### src/rtl/spi_slave_adis.sv
// SPI mode-3 slave: receives word_size-bit frames on MOSI and returns a host-loaded word on MISO.
// SCLCK/CS/MOSI are oversampled through 2-flop synchronizers; everything else runs on clock.
module spi_slave_adis #(
   parameter int unsigned word_size = 16,
   parameter logic        miso_rest = 1'b0
) (
   input  logic                 clock,
   input  logic                 reset,
   input  logic                 SCLCK,
   input  logic                 CS,
   input  logic                 MOSI,
   output logic                 MISO,
   input  logic                 strobe_out,
   input  logic [word_size-1:0] value_out,
   output logic                 strobe_in,
   output logic [word_size-1:0] value_in,
   output logic                 tx_underrun,
   output logic                 frame_error,
   output logic [7:0]           debug
);

   localparam logic [7:0] WS = 8'(word_size);

   typedef enum logic [2:0] {
      IDLE  = 3'd0,
      ARMED = 3'd1,
      SHIFT = 3'd2,
      DONE  = 3'd3,
      FLUSH = 3'd4
   } state_t;

   state_t               state_q, state_d;
   logic [2:0]           sck_sync_q, sck_sync_d;
   logic [2:0]           cs_sync_q, cs_sync_d;
   logic [1:0]           mosi_sync_q, mosi_sync_d;
   logic [word_size-1:0] tx_hold_q, tx_hold_d;
   logic [word_size-1:0] tx_shift_q, tx_shift_d;
   logic [word_size-1:0] rx_shift_q, rx_shift_d;
   logic [word_size-1:0] value_in_q, value_in_d;
   logic [7:0]           bit_count_q, bit_count_d;
   logic                 tx_valid_q, tx_valid_d;
   logic                 miso_q, miso_d;
   logic                 strobe_pend_q, strobe_pend_d;
   logic                 strobe_in_q, strobe_in_d;
   logic                 tx_underrun_q, tx_underrun_d;
   logic                 frame_error_q, frame_error_d;
   logic                 sck_fall, sck_rise, cs_fall, cs_rise, mosi_s;

   // [0],[1] form the synchronizer; [2] is the edge-detect history flop
   assign sck_sync_d  = {sck_sync_q[1:0], SCLCK};
   assign cs_sync_d   = {cs_sync_q[1:0], CS};
   assign mosi_sync_d = {mosi_sync_q[0], MOSI};

   assign sck_fall = sck_sync_q[2] & ~sck_sync_q[1];
   assign sck_rise = ~sck_sync_q[2] & sck_sync_q[1];
   assign cs_fall  = cs_sync_q[2] & ~cs_sync_q[1];
   assign cs_rise  = ~cs_sync_q[2] & cs_sync_q[1];
   assign mosi_s   = mosi_sync_q[1];

   always_comb begin
      state_d       = state_q;
      tx_hold_d     = tx_hold_q;
      tx_valid_d    = tx_valid_q;
      tx_shift_d    = tx_shift_q;
      rx_shift_d    = rx_shift_q;
      value_in_d    = value_in_q;
      bit_count_d   = bit_count_q;
      miso_d        = miso_q;
      strobe_pend_d = 1'b0;
      strobe_in_d   = strobe_pend_q;
      tx_underrun_d = 1'b0;
      frame_error_d = 1'b0;

      if (strobe_out) begin
         tx_hold_d  = value_out;
         tx_valid_d = 1'b1;
      end

      case (state_q)
         IDLE: begin
            miso_d = miso_rest;
            if (cs_fall) begin
               // a word strobed in this very cycle counts as fresh
               tx_shift_d    = strobe_out ? value_out : tx_hold_q;
               tx_underrun_d = ~strobe_out & ~tx_valid_q;
               tx_valid_d    = 1'b0;
               bit_count_d   = 8'd0;
               state_d       = ARMED;
            end
         end
         ARMED, SHIFT: begin
            if (sck_fall) begin
               miso_d     = tx_shift_q[word_size-1];
               tx_shift_d = tx_shift_q << 1;
               state_d    = SHIFT;
            end else if (sck_rise && state_q == SHIFT) begin
               rx_shift_d  = {rx_shift_q[word_size-2:0], mosi_s};
               bit_count_d = bit_count_q + 8'd1;
               if (bit_count_q == WS - 8'd1) begin
                  value_in_d    = {rx_shift_q[word_size-2:0], mosi_s};
                  strobe_pend_d = 1'b1;
                  state_d       = DONE;
               end
            end
         end
         DONE: begin
            if (sck_fall) miso_d = miso_rest;
            else if (sck_rise) state_d = FLUSH;
         end
         FLUSH: begin
            if (sck_fall) miso_d = miso_rest;
         end
         default: state_d = IDLE;
      endcase

      // CS release is evaluated after any same-cycle SCLCK rise
      if (cs_rise && state_q != IDLE) begin
         frame_error_d = (bit_count_d != WS) || (state_d == FLUSH);
         miso_d        = miso_rest;
         state_d       = IDLE;
      end
   end

   always_ff @(posedge clock) begin
      if (reset) begin
         sck_sync_q    <= 3'b111;
         cs_sync_q     <= 3'b111;
         mosi_sync_q   <= 2'b00;
         state_q       <= IDLE;
         tx_hold_q     <= '0;
         tx_valid_q    <= 1'b0;
         tx_shift_q    <= '0;
         rx_shift_q    <= '0;
         value_in_q    <= '0;
         bit_count_q   <= 8'd0;
         miso_q        <= miso_rest;
         strobe_pend_q <= 1'b0;
         strobe_in_q   <= 1'b0;
         tx_underrun_q <= 1'b0;
         frame_error_q <= 1'b0;
      end else begin
         sck_sync_q    <= sck_sync_d;
         cs_sync_q     <= cs_sync_d;
         mosi_sync_q   <= mosi_sync_d;
         state_q       <= state_d;
         tx_hold_q     <= tx_hold_d;
         tx_valid_q    <= tx_valid_d;
         tx_shift_q    <= tx_shift_d;
         rx_shift_q    <= rx_shift_d;
         value_in_q    <= value_in_d;
         bit_count_q   <= bit_count_d;
         miso_q        <= miso_d;
         strobe_pend_q <= strobe_pend_d;
         strobe_in_q   <= strobe_in_d;
         tx_underrun_q <= tx_underrun_d;
         frame_error_q <= frame_error_d;
      end
   end

   assign MISO        = miso_q;
   assign strobe_in   = strobe_in_q;
   assign value_in    = value_in_q;
   assign tx_underrun = tx_underrun_q;
   assign frame_error = frame_error_q;
   assign debug       = {tx_valid_q, bit_count_q[3:0], state_q};

endmodule
### config.mk
export PLATFORM = sky130hd
export DESIGN_NAME = spi_slave_adis
export DESIGN_NICKNAME = d
export VERILOG_FILES = /design/src/rtl/spi_slave_adis.sv
export SDC_FILE = /design/constraint.sdc
export NUM_CORES = 1
export LEC_CHECK = 0
export CORE_MARGIN = 4
export CORE_UTILIZATION = 50
export CTS_CLUSTER_DIAMETER = 50
export CTS_CLUSTER_SIZE = 24
export DETAILED_ROUTE_END_ITERATION = 6
export MAX_ROUTING_LAYER = met4
export PLACE_DENSITY_LB_ADDON = 0.1
export SLEW_MARGIN = 15
export SYNTH_ARGS = -nofsm -noshare
export SYNTH_HDL_FRONTEND = slang
export SYNTH_SLANG_ARGS = --single-unit
### constraint.sdc
create_clock -name clock -period 2.25 [get_ports clock]
set_input_delay 0.45 -clock clock [delete_from_list [all_inputs] [get_ports clock]]
set_output_delay 0.45 -clock clock [all_outputs]
set_load 0.01 [all_outputs]
==> results.ini <==
[worst_setup_path]
crit_slowest_cell = o21bai_2
crit_buf_inv = 0
end_kind = register
worstPathArrival_ps = 2280
required_ps = 2470
slowest_delay_ps = 840
crit_type = reg2reg
critical-path-top-delay-family = compound AO/OA/AOI/OAI gates
crit_path_start_kind = register
crit_chain = nand2b_1 -> nor3b_1 -> o21bai_2 -> mux2i_1 -> nor2_1
path_max_fanout = 16

[drt]
wl_um = 7260
ant_nets = 0
drt_iter0_markers = 100
firstDrtPassIters = 4
via_per_inst = 5.15
vias = 2820
drc = 0
wl_per_cell_um = 13.2

[synthesis]
avgSynthCellArea_sq_um = 9.05
ys_warn_count = 0
synth_top_area_share_pct = 48.3
synth_area_leaders = dfxtp_1, mux2i_1, nand2_1
synth-main-ff-cell = dfxtp_1
syn-num-nets = 426
syn_inst = 403
ys_seq_area_share_pct = 48.3
synth.distinct_cells = 49
synth_seq_cells = 88
synth_edf_count = 0
syn_area_sq_mm = 0.00365
async_flop_share_pct = 0
yosys.area.top_type = dfxtp_1

[sta]
fin_skew_ps = 8.62
rsz0062_at_grt = no
setup-violations-final = 0
max_freq_ghz = 0.484
report.final.slew_viol_count = 0
report.final.hold_viol_count = 0
finalSetupTns_ps = 0
period_needed_ps = 2070
period_share_pct = 91.8
max-slew-margin-rel_pct = 27.2
tightest_slew_ps = 1090

[final_layout]
final_util_pct = 62.9
design_area_sq_mm = 0.00437
layout_commonest_cell = dfxtp_1
nets = 470
diodes = 0
area_delta_synth_final_pct = 19.8
final_cell_mix = dfxtp_1, nand2_1, clkdlybuf4s50_1, mux2i_1, a21oi_1
fill_cells = 606
final_cells = 548
drive_gt1_share_pct = 12.2

[global_route]
grt_pass1_vias = 2619
track_usage_pct = 18.0
antenna_found_initial = 0
grt.overflow.total = 0
grt_pass1_wl_um = 12300
grt_max_degree = 47

[placement]
placedCellCount = 532
dpl_cell_area_sq_mm = 0.00419
port_buffers = 49
dp_hpwl_um = 5030
gp_congestion = 0.810

[clock_network]
clockBufferDepth = 2
clkTransAtPathRegs_ps = 90
cts_tree = done
ctsHoldBuffers = 0
clk_latency_ps = 350
numCtsBuffers = 9
postCtsSetupRepairBufs = 0
cts.repair.resized = 0
clkSinkCount = 88
cts-root-buf = clkbuf_8
htreeDepth = 3

[floorplanning]
core_area_sq_mm = 0.00694
floorplan.die_area_sq_mm = 0.00872
num_rows = 30
start_util_pct = 52.5
ioPinCount = 50
die_x_um = 93.4
chipHeight_um = 93.4

[hold_path]
hold_path.class = reg2reg

[power]
p_per_area_mw_per_mm2 = 647
leakagePower_nw = 1.66
ir_drop_v = 0.000378
design_power_total_w = 0.00283

[outcome]
outcome = completed

[job]
cap_violations = 0

per-stage QoR:
| step | hold WS [ps] | setup slack (ps) |
|---|---|---|
| 2_1_floorplan | 389 | 409 |
| 3_3_place_gp | 393 | 238 |
| 3_5_place_dp | 406 | 157 |
| 4_1_cts | 419 | 170 |
| 5_1_grt | 445 | 38.8 |
| 6_report | 418 | 185 |
cells in the mapped netlist, drive strengths merged (2+ instances only):
| master | number |
|---|---|
| nor3 | 4 |
| clkbuf | 13 |
| inv | 14 |
| nor2b | 4 |
| nor3b | 2 |
| a21oi | 40 |
| and2 | 6 |
| nor4 | 2 |
| mux2 | 7 |
| and4b | 3 |
| nand3b | 2 |
| buf | 17 |
| o21ai | 4 |
| mux2i | 41 |
| nor2 | 40 |
| or3 | 2 |
| o22ai | 2 |
| or2 | 9 |
| nand2 | 70 |
| nand3 | 3 |
| a22oi | 2 |
| dfxtp | 88 |
| nand2b | 6 |
| and3 | 3 |
| a31oi | 2 |
state kept, by name, summed over array words and instances, names as in the netlist:
register     flops
value_in        16
MISO             1
tx_shift_q      16
tx_hold_q       16
strobe_in        1
frame_error      1
bit_count_q      8
state_q          3
mosi_sync_q      2
sck_sync_q       3
tx_underrun      1
cs_sync_q        3
strobe_in_d      1
rx_shift_q      15
tx_valid_q       1
path summary, 6_finish.rpt:
| check | from | slack (ps) | end | cells past startpoint |
|---|---|---|---|---|
| hold reg to reg | sck_sync_q[0] | 420 | sck_sync_q[1] | 1 |
| hold / removal | sck_sync_q[0] | 420 | sck_sync_q[1] | 1 |
| setup / recovery | sck_sync_q[1] | 180 | tx_shift_q[5] | 5 |
| setup reg to reg | sck_sync_q[1] | 180 | tx_shift_q[5] | 5 |
report_power, final:
| group | internal (W) | switching, W | leakage [nW] |
|---|---|---|---|
| clock network | 0.000440 | 0.000558 | 0.0861 |
| logic | 0.000116 | 0.000106 | 0.860 |
| registers | 0.00159 | 0.0000173 | 0.715 |
| total | 0.00215 | 0.000681 | 1.66 |
kinds of logic after synthesis:
family	Yosys count	synth area share [%]
xor gates and xnor gates	1	0.240
and+or+nand+nor	162	22.1
muxes	48	13.4
DFF	88	48.3
AOI/OAI and AO/OA	59	9.37
buffers and inverters	44	6.24
adders and majority gates	1	0.343
per-layer routing:
layer / wire length [um] / GRT usage [%] / vias to the layer above / part of all wire (%)
li1: - / - / 1428 / -
met1: 3470 / 24.0 / 1324 / 48
met2: 3370 / 27.2 / 63 / 46
met3: 344 / 3.94 / 5 / 4.7
met4: 72 / 6.23 / 0 / 0.99
met5: 0 / - / - / 0
cell type report:
class,count,area [sq um],share of cell area (%)
Clock buffer,11,141,3.24
Clock inverter,5,41.3,0.945
Inverter,14,52.6,1.20
Multi-Input combinational cell,271,1660,38.0
Sequential cell,88,1760,40.3
Tap cell,96,120,2.75
Timing Repair Buffer,63,591,13.5
(Power assumes the default switching activity.)
